===== src/rtl/addsub_pkg.sv =====
// Shared definitions for the chunked add/subtract unit: FSM state encoding
// and the chunk-counter width helper.
package addsub_pkg;

    typedef enum logic [1:0] {
        IDLE = 2'd0,
        RUN  = 2'd1,
        DONE = 2'd2
    } state_e;

    // Counter must still be one bit wide when the whole word is a single slice.
    function automatic int cnt_width(input int width, input int chunk);
        int n;
        n = width / chunk;
        return (n > 1) ? $clog2(n) : 1;
    endfunction

endpackage


===== src/rtl/addsub_chunk.sv =====
// One CHUNK-bit slice of the adder: optional inversion of y followed by a
// ripple add with carry-in; also exposes the carry into the slice MSB.
module addsub_chunk
    import addsub_pkg::*;
#(
    parameter int CHUNK = 4
) (
    input  logic [CHUNK-1:0] x,
    input  logic [CHUNK-1:0] y,
    input  logic             sub,
    input  logic             cin,
    output logic [CHUNK-1:0] s,
    output logic             cout,
    output logic             c_msb_in
);

    logic [CHUNK-1:0] y_inv;
    logic [CHUNK:0]   sum;

    assign y_inv = y ^ {CHUNK{sub}};
    assign sum   = {1'b0, x} + {1'b0, y_inv} + {{CHUNK{1'b0}}, cin};
    assign s     = sum[CHUNK-1:0];
    assign cout  = sum[CHUNK];
    // The MSB sum bit is x ^ y ^ carry-in, so the carry-in can be recovered.
    assign c_msb_in = s[CHUNK-1] ^ x[CHUNK-1] ^ y_inv[CHUNK-1];

endmodule


===== src/rtl/addsub_chunked_seq.sv =====
// Multi-cycle signed add/subtract, one CHUNK-bit slice per clock, with
// valid/ready handshakes and carry/overflow/zero flags.
// Optional signed saturation on overflow: define ADDSUB_SAT_EN.
module addsub_chunked_seq
    import addsub_pkg::*;
#(
    parameter int WIDTH = 16,
    parameter int CHUNK = 4
) (
    input  logic             clk,
    input  logic             rst,
    input  logic             in_valid,
    output logic             in_ready,
    input  logic             sub,
    input  logic [WIDTH-1:0] a,
    input  logic [WIDTH-1:0] b,
    output logic             out_valid,
    input  logic             out_ready,
    output logic [WIDTH-1:0] result,
    output logic             cout,
    output logic             ovf,
    output logic             zero
);

    localparam int NCHUNK = WIDTH / CHUNK;
    localparam int CW     = cnt_width(WIDTH, CHUNK);
    localparam logic [CW-1:0] LAST = CW'(NCHUNK - 1);

    state_e           state_q;
    logic [WIDTH-1:0] a_q, b_q, result_q;
    logic             sub_q, carry_q;
    logic [CW-1:0]    cnt_q;
    logic             cout_q, ovf_q, zero_q;

    int unsigned      base;
    logic [CHUNK-1:0] slice_s;
    logic             slice_cout, slice_cmsb;
    logic [WIDTH-1:0] result_d, final_d;
    logic             ovf_d;

    assign base = 32'(cnt_q) * CHUNK;

    addsub_chunk #(.CHUNK(CHUNK)) u_chunk (
        .x        (a_q[base +: CHUNK]),
        .y        (b_q[base +: CHUNK]),
        .sub      (sub_q),
        .cin      (carry_q),
        .s        (slice_s),
        .cout     (slice_cout),
        .c_msb_in (slice_cmsb)
    );

`ifdef ADDSUB_SAT_EN
    localparam logic [WIDTH-1:0] SAT_MIN = WIDTH'(1) << (WIDTH - 1);
    localparam logic [WIDTH-1:0] SAT_MAX = ~SAT_MIN;
`endif

    // final_d only matters on the last slice, where ovf_d is meaningful.
    always_comb begin
        result_d = result_q;
        result_d[base +: CHUNK] = slice_s;
        ovf_d = slice_cmsb ^ slice_cout;
`ifdef ADDSUB_SAT_EN
        if (ovf_d)
            final_d = a_q[WIDTH-1] ? SAT_MIN : SAT_MAX;
        else
            final_d = result_d;
`else
        final_d = result_d;
`endif
    end

    always_ff @(posedge clk) begin
        if (rst) begin
            state_q  <= IDLE;
            a_q      <= '0;
            b_q      <= '0;
            sub_q    <= 1'b0;
            carry_q  <= 1'b0;
            cnt_q    <= '0;
            result_q <= '0;
            cout_q   <= 1'b0;
            ovf_q    <= 1'b0;
            zero_q   <= 1'b0;
        end else begin
            case (state_q)
                IDLE: begin
                    if (in_valid) begin
                        a_q     <= a;
                        b_q     <= b;
                        sub_q   <= sub;
                        carry_q <= sub;
                        cnt_q   <= '0;
                        state_q <= RUN;
                    end
                end
                RUN: begin
                    result_q <= result_d;
                    carry_q  <= slice_cout;
                    cnt_q    <= cnt_q + 1'b1;
                    if (cnt_q == LAST) begin
                        result_q <= final_d;
                        cout_q   <= slice_cout;
                        ovf_q    <= ovf_d;
                        zero_q   <= (final_d == '0);
                        state_q  <= DONE;
                    end
                end
                DONE: begin
                    if (out_ready)
                        state_q <= IDLE;
                end
                default: state_q <= IDLE;
            endcase
        end
    end

    assign in_ready  = (state_q == IDLE) && !rst;
    assign out_valid = (state_q == DONE);
    assign result    = result_q;
    assign cout      = cout_q;
    assign ovf       = ovf_q;
    assign zero      = zero_q;

endmodule


===== config.mk =====
export PLATFORM = sky130hd
export DESIGN_NAME = addsub_chunked_seq
export DESIGN_NICKNAME = d
export VERILOG_FILES = /design/src/rtl/addsub_pkg.sv /design/src/rtl/addsub_chunk.sv /design/src/rtl/addsub_chunked_seq.sv
export SDC_FILE = /design/constraint.sdc
export NUM_CORES = 1
export LEC_CHECK = 0
export ABC_CLOCK_PERIOD_IN_PS = 7700
export BUFFER_PORTS_ARGS = -buffer_cell sky130_fd_sc_hd__buf_2
export CAP_MARGIN = 20
export CORE_MARGIN = 5
export CORE_UTILIZATION = 46
export CTS_BUF_LIST = sky130_fd_sc_hd__clkbuf_8
export CTS_CLUSTER_SIZE = 24
export DETAILED_ROUTE_END_ITERATION = 10
export GPL_TIMING_DRIVEN = 0
export PLACE_DENSITY = 0.73
export SYNTH_ARGS = -nofsm -noshare
export SYNTH_HDL_FRONTEND = slang
export SYNTH_SLANG_ARGS = --single-unit

===== constraint.sdc =====
create_clock -name clk -period 7.7 [get_ports clk]
set_input_delay 0 -clock clk [delete_from_list [all_inputs] [get_ports clk]]
set_output_delay 0 -clock clk [all_outputs]
set_load 0.02 [all_outputs]

After elaboration in Yosys (flattened, before gate mapping) --
Cells that the tools add are included.
Word-level totals: flip-flop bits (word level) 57, bits of input ports 37, output and inout port bits 21, word-level logic and storage cells 46
Operators by class: $add $sub $neg 4, equality and inequality tests 6, shift-type cells 4, mux-type cells 9, bitwise operators 4, reductions and logical operators 9
Operators by type and width (number):
- negator 4 -> 34 bit | 1
- variable shift 4 x 34 -> 16 bit, first input constant | 1
- variable part select 4 x 34 -> 16 bit | 1
- variable part select 16 x 5 -> 4 bit | 2
- bitwise mux 16 bit | 1
- logical NOT 16 bit | 1
- two-way mux 2 bit | 4
- one-hot mux 2 bit (3 select lines) | 1
- AND reduction 2 bit | 3
- adder 4 x 4 -> 5 bit | 1
- adder 5 x 1 -> 5 bit | 1
- == test 2 bit, second input constant | 2
- != test 2 bit, second input constant | 2
- one-hot mux 2 bit (2 select lines) | 1
- XOR 4 bit | 1
- AND reduction 3 bit | 1
- XOR 1 bit | 3
- adder 2 x 1 -> 2 bit, second input constant | 1
- == test 2 x 1 -> 1 bit, second input constant | 1
- logical NOT 2 bit | 1
- != test 2 x 1 -> 1 bit, second input constant | 1
- one-hot mux 1 bit (2 select lines) | 1
- nonzero test 2 bit | 1
- logical AND 1 bit | 1
- other kinds (2) | 2

Longest topological paths before layout --
depth after elaboration 7, gate-level depth with buffers 12, mapped depth without buffers 10

Hierarchy --
From an unflattened synthesis, not the netlist that was laid out.
Unflattened totals: cells, all modules 321, area total of the unflattened synthesis 2752.6 um^2
Modules (own cells, without submodules):
- addsub_chunked_seq | instances 1, cells an instance 299, area each 2544.9 um^2, sequential area each 1141.1 um^2
- addsub_chunk | instances 1, cells an instance 22, area each 207.7 um^2, sequential area each 0.0 um^2

Worst setup path after synthesis --
No wires, ideal clock.
kind register to register, start point register cnt_q[0], end point register zero_q, in the netlist zero, library setup time 0.059 ns, arrival 3.394 ns, required time 7.641 ns, path slack 4.247 ns, stages on the path, launching flop included 12, path buffers 2, period minus slack after synthesis 3.453 ns, path through dfxtp_1 -> buf_6 -> buf_2 -> mux4_2 -> xnor2_1 -> fa_1 -> fa_1 -> nor2_1 -> a21o_1 -> a2111o_1 -> a211oi_1 -> a31o_1
Between the ends: cells in the longest elaborated chain, start to end 7, elaborated cells between the ends (all ways) 12, classes of those cells add/sub: 3; eq/ne: 1; shift: 4; mux: 1; bitwise: 1; reduce/logical: 2
Ends and longest elaborated chain:
- start: declaration | line addsub_chunked_seq.sv:32 | logic [CW-1:0] cnt_q;
- start signal: assignment | line addsub_chunked_seq.sv:100 | cnt_q <= cnt_q + 1'b1;
- variable part select 16 x 5 -> 4 bit | line addsub_chunked_seq.sv:45 | .y (b_q[base +: CHUNK]),
- XOR 4 bit | line addsub_chunk.sv:20 | assign y_inv = y ^ {CHUNK{sub}};
- adder 4 x 4 -> 5 bit | line addsub_chunk.sv:21 | assign sum = {1'b0, x} + {1'b0, y_inv} + {{CHUNK{1'b0}}, cin};
- adder 5 x 1 -> 5 bit | line addsub_chunk.sv:21
- variable part select 4 x 34 -> 16 bit | line addsub_chunked_seq.sv:61 | result_d[base +: CHUNK] = slice_s;
- bitwise mux 16 bit | line addsub_chunked_seq.sv:61
- logical NOT 16 bit | line addsub_chunked_seq.sv:105 | zero_q <= (final_d == '0);
- end signal: assignment | line addsub_chunked_seq.sv:105
- end: declaration | line addsub_chunked_seq.sv:33 | logic cout_q, ovf_q, zero_q;
Parallel ways exist; a longest one is shown, timed or not. A chain may end at the register's enable or synchronous reset.

Worst setup path after layout --
Ends and elaborated chain as after synthesis.

==> impl_results.md <==
* Status: completed
* Min-Delay Path Class: input port to flop
* Max H-tree Level at 3
* R2R cell count at 11
* Max rail drop VDD at between 0.1 and 0.15 mV
* Yosys reg bits at 57
* Detail Route Antenna Nets at 0
* WP data required at ~8.0 ns
* RSZ-0062 raised after global routing: false
* Non-filler instance count after layout at 510
* Final count of hold timing violations at 0
* Least-Margin Pin Slew at roughly 0.71 ns
* Crit path depth at 11
* Total CTS buffers at 9
* Initial antenna violation count at 0
* Wirelength per Cell at around 14 µm
* Power Dens Cells at 210 nW/µm²
* Synth Instances at 328
* Initial DRC count at roughly 130
* Clock skew at just under 0.008 ns
* Cts hold-fix bufs at 34
* Start of the worst register-to-register path: cnt_q[0]
* FMAX at approximately 0.25 GHz
* TritonCTS clock tree: done
* Hpwl dp at between 4 and 5 mm
* CP max stage delay at between 0.6 and 0.7 ns
* Setup TNS at 0 ns
* Largest net degree at the start of global routing at 11
* Clock root cell: clkbuf_8
* Crit path max-delay family: compound AO/OA/AOI/OAI gates
* Synth warnings at 0
* # port buffers at between 50 and 60
* Critical path, cell by cell: buf_6, buf_2, mux4_2, xnor2_1, fa_1, fa_1, nor2_1, a21o_1, a2111o_1, a211oi_1, a31o_1
* Share of cells above drive strength 1 at about a fifth
* Mapped Area at 2730 µm²
* Hold depth at 3
* Ys async rst share at 0%
* Crit path launch: cnt_q[0]
* Lkg Pwr at 1.54 nW
* Crit path to: zero
* Chip width at around 87 µm
* Mapped Avg Cell Area at around 8.3 µm²
* Core area at 5850 µm²
* Finish-stage setup viols at 0
* Vias in the first global route at between 2,000 and 3,000
* Reg2reg end: zero
* Fin. max-slew vios at 0
* CP Buf/Inv Count at 2
* Antenna Cells at 0
* Post-synthesis sequential area ratio at 41.8%
* Clk Latency, worst-skew pair at around 0.34 ns
* CP endpoint kind: flop
* Vias post-DR at roughly 2,600
* Main flop type after synthesis: dfxtp_1
* Via density at just over 5
* Syn nets at roughly 380
* Crit-path slowest cell: fa_1
* Most frequent cell on the critical path: fa_1
* Setup Crit Path Kind: flop to flop
* First-pass GRT wire length at between 10 and 15 mm
* Maxcap violations at 0
* Bufs on Longest Clock Path at 2
* PostCTS Resize Cnt at 0
* Clock transition at path regs at ~0.060 ns
* EDFF count, synth at 0
* Worst EP arrival at 4.29 ns
* Grt total ovfl at 0
* Placed insts at 460
* Setup WS post-layout at about 3.7 ns
* RePlAce Congestion at 0.920
* Final wirelength at between 7 and 8 mm
* Final Critical Period at 4.01 ns
* Die Y at 87.0 µm
* Io pins at between 50 and 60
* DR DRC count at 0
* Drt pass-1 iters at 5
* R2R Setup Slk at 3.69 ns
* Total power at around 0.77 mW
* Final net count at 478
* Final period util at 52.0%
* Crit Path Max Fanout at 10
* Slew HR at ~52%
* Startpoint type of the worst setup path: flop
* Finished Core Util at between 60% and 70%
* Postcts setup bufs at 0
* Unique masters post-synth at about 40
* Tot GR Track Use at about a fifth
* Starting Density at between 40 and 50%
* Clock Sinks at 57
* Rows at 28
* DIE AREA at about 7600 µm²
* Layout area overhead at 34.4%
* Post-Place Setup Slack at roughly 3.8 ns
==> state kept, by name (all words and copies together), names as in the netlist <==
name	flops
sub_q	1
a_q	16
result	16
zero	1
b_q	16
carry_q	1
cout	1
ovf	1
cnt_q	2
state_q	2
==> cells in the final DEF (no fill, tap or decap), types with 3 or more instances in the layout <==
| cell type | n |
|---|---|
| a21oi_1 | 45 |
| clkbuf_8 | 10 |
| mux2i_1 | 4 |
| nand4_1 | 4 |
| nor3_1 | 5 |
| nand2_1 | 82 |
| inv_1 | 9 |
| dfxtp_1 | 57 |
| nand3_1 | 5 |
| nor2_1 | 34 |
| dlygate4sd3_1 | 34 |
| a211oi_1 | 5 |
| clkbuf_1 | 15 |
| a22oi_1 | 5 |
| mux4_2 | 8 |
| ha_1 | 9 |
| xnor2_1 | 4 |
| nand2b_1 | 3 |
| buf_2 | 59 |
==> cells in the mapped netlist (all sizes together) (2+ instances only) <==
master	instances	area, µm²
a211oi	5	37.5
a21o	2	15.0
a21oi	45	225
a22oi	5	37.5
and2	2	12.5
buf	5	28.8
clkbuf	15	56.3
dfxtp	57	1140
fa	2	40.0
ha	9	113
inv	8	30.0
mux2i	4	40.0
mux4	8	180
nand2	82	308
nand2b	3	18.8
nand3	5	25.0
nand4	4	25.0
nor2	34	128
nor2b	2	12.5
nor3	5	25.0
nor3b	2	15.0
o21ai	2	10.0
o221ai	2	17.5
or3b	2	17.5
xnor2	4	35.0
xor2	3	33.8
==> per-layer routing <==
layer,up-vias,GRT usage [%],wire length [µm]
li1,1321,-,-
met1,1216,23.8,3010
met2,82,34.4,3500
met3,18,5.39,422
met4,0,9.35,193
met5,-,0,0
==> report_power, final <==
group,internal (mW),switching (mW),total [mW]
clock,0.189,0.117,0.306
sequential,0.310,0.00888,0.319
combinational,0.0639,0.0828,0.147
==> kinds of logic after synthesis <==
family / after synthesis / share of synthesized area [%]
and+or+nand+nor: 147 / 23.2
muxes: 12 / 8.07
buffers and inverters: 28 / 4.22
DFF: 57 / 41.8
adders and majority gates: 11 / 5.59
xor gates and xnor gates: 8 / 3.35
AOI/OAI and AO/OA: 65 / 13.8
==> tightest hold or removal path, stage by stage <==
cell	delay [ns]
buf_2	0.12
inv_1	0.07
a31o_1	0.13
==> worst min path at each step <==
stage,end,start,slack [ns]
after floorplan,a_q[0],a[0],0.14
after global placement,a_q[4],a[4],0.24
after detailed placement,b_q[10],b[10],0.25
after CTS,zero,rst,0.01
after global routing,zero,rst,0.05
final,zero,rst,0.03
==> final cells by class <==
cell class	instances	area, µm²
plain buffers	20	85.1
clock buffers	10	138
clock inverters	6	82.6
fillers	517	2180
inverters	8	30.0
multi-input cells	243	1470
flip-flops and latches	57	1140
well taps	75	93.8
repair buffers	91	626
==> stage by stage <==
| step | instance area (µm²) | hold WS (ns) |
|---|---|---|
| floorplan | 2730 | 0.136 |
| global placement | 3110 | 0.242 |
| detailed placement | 3110 | 0.246 |
| CTS | 3670 | 0.0149 |
| global route | 3670 | 0.0493 |
| finish | 3670 | 0.0260 |
Note: power is estimated with default switching activity, not from simulation.
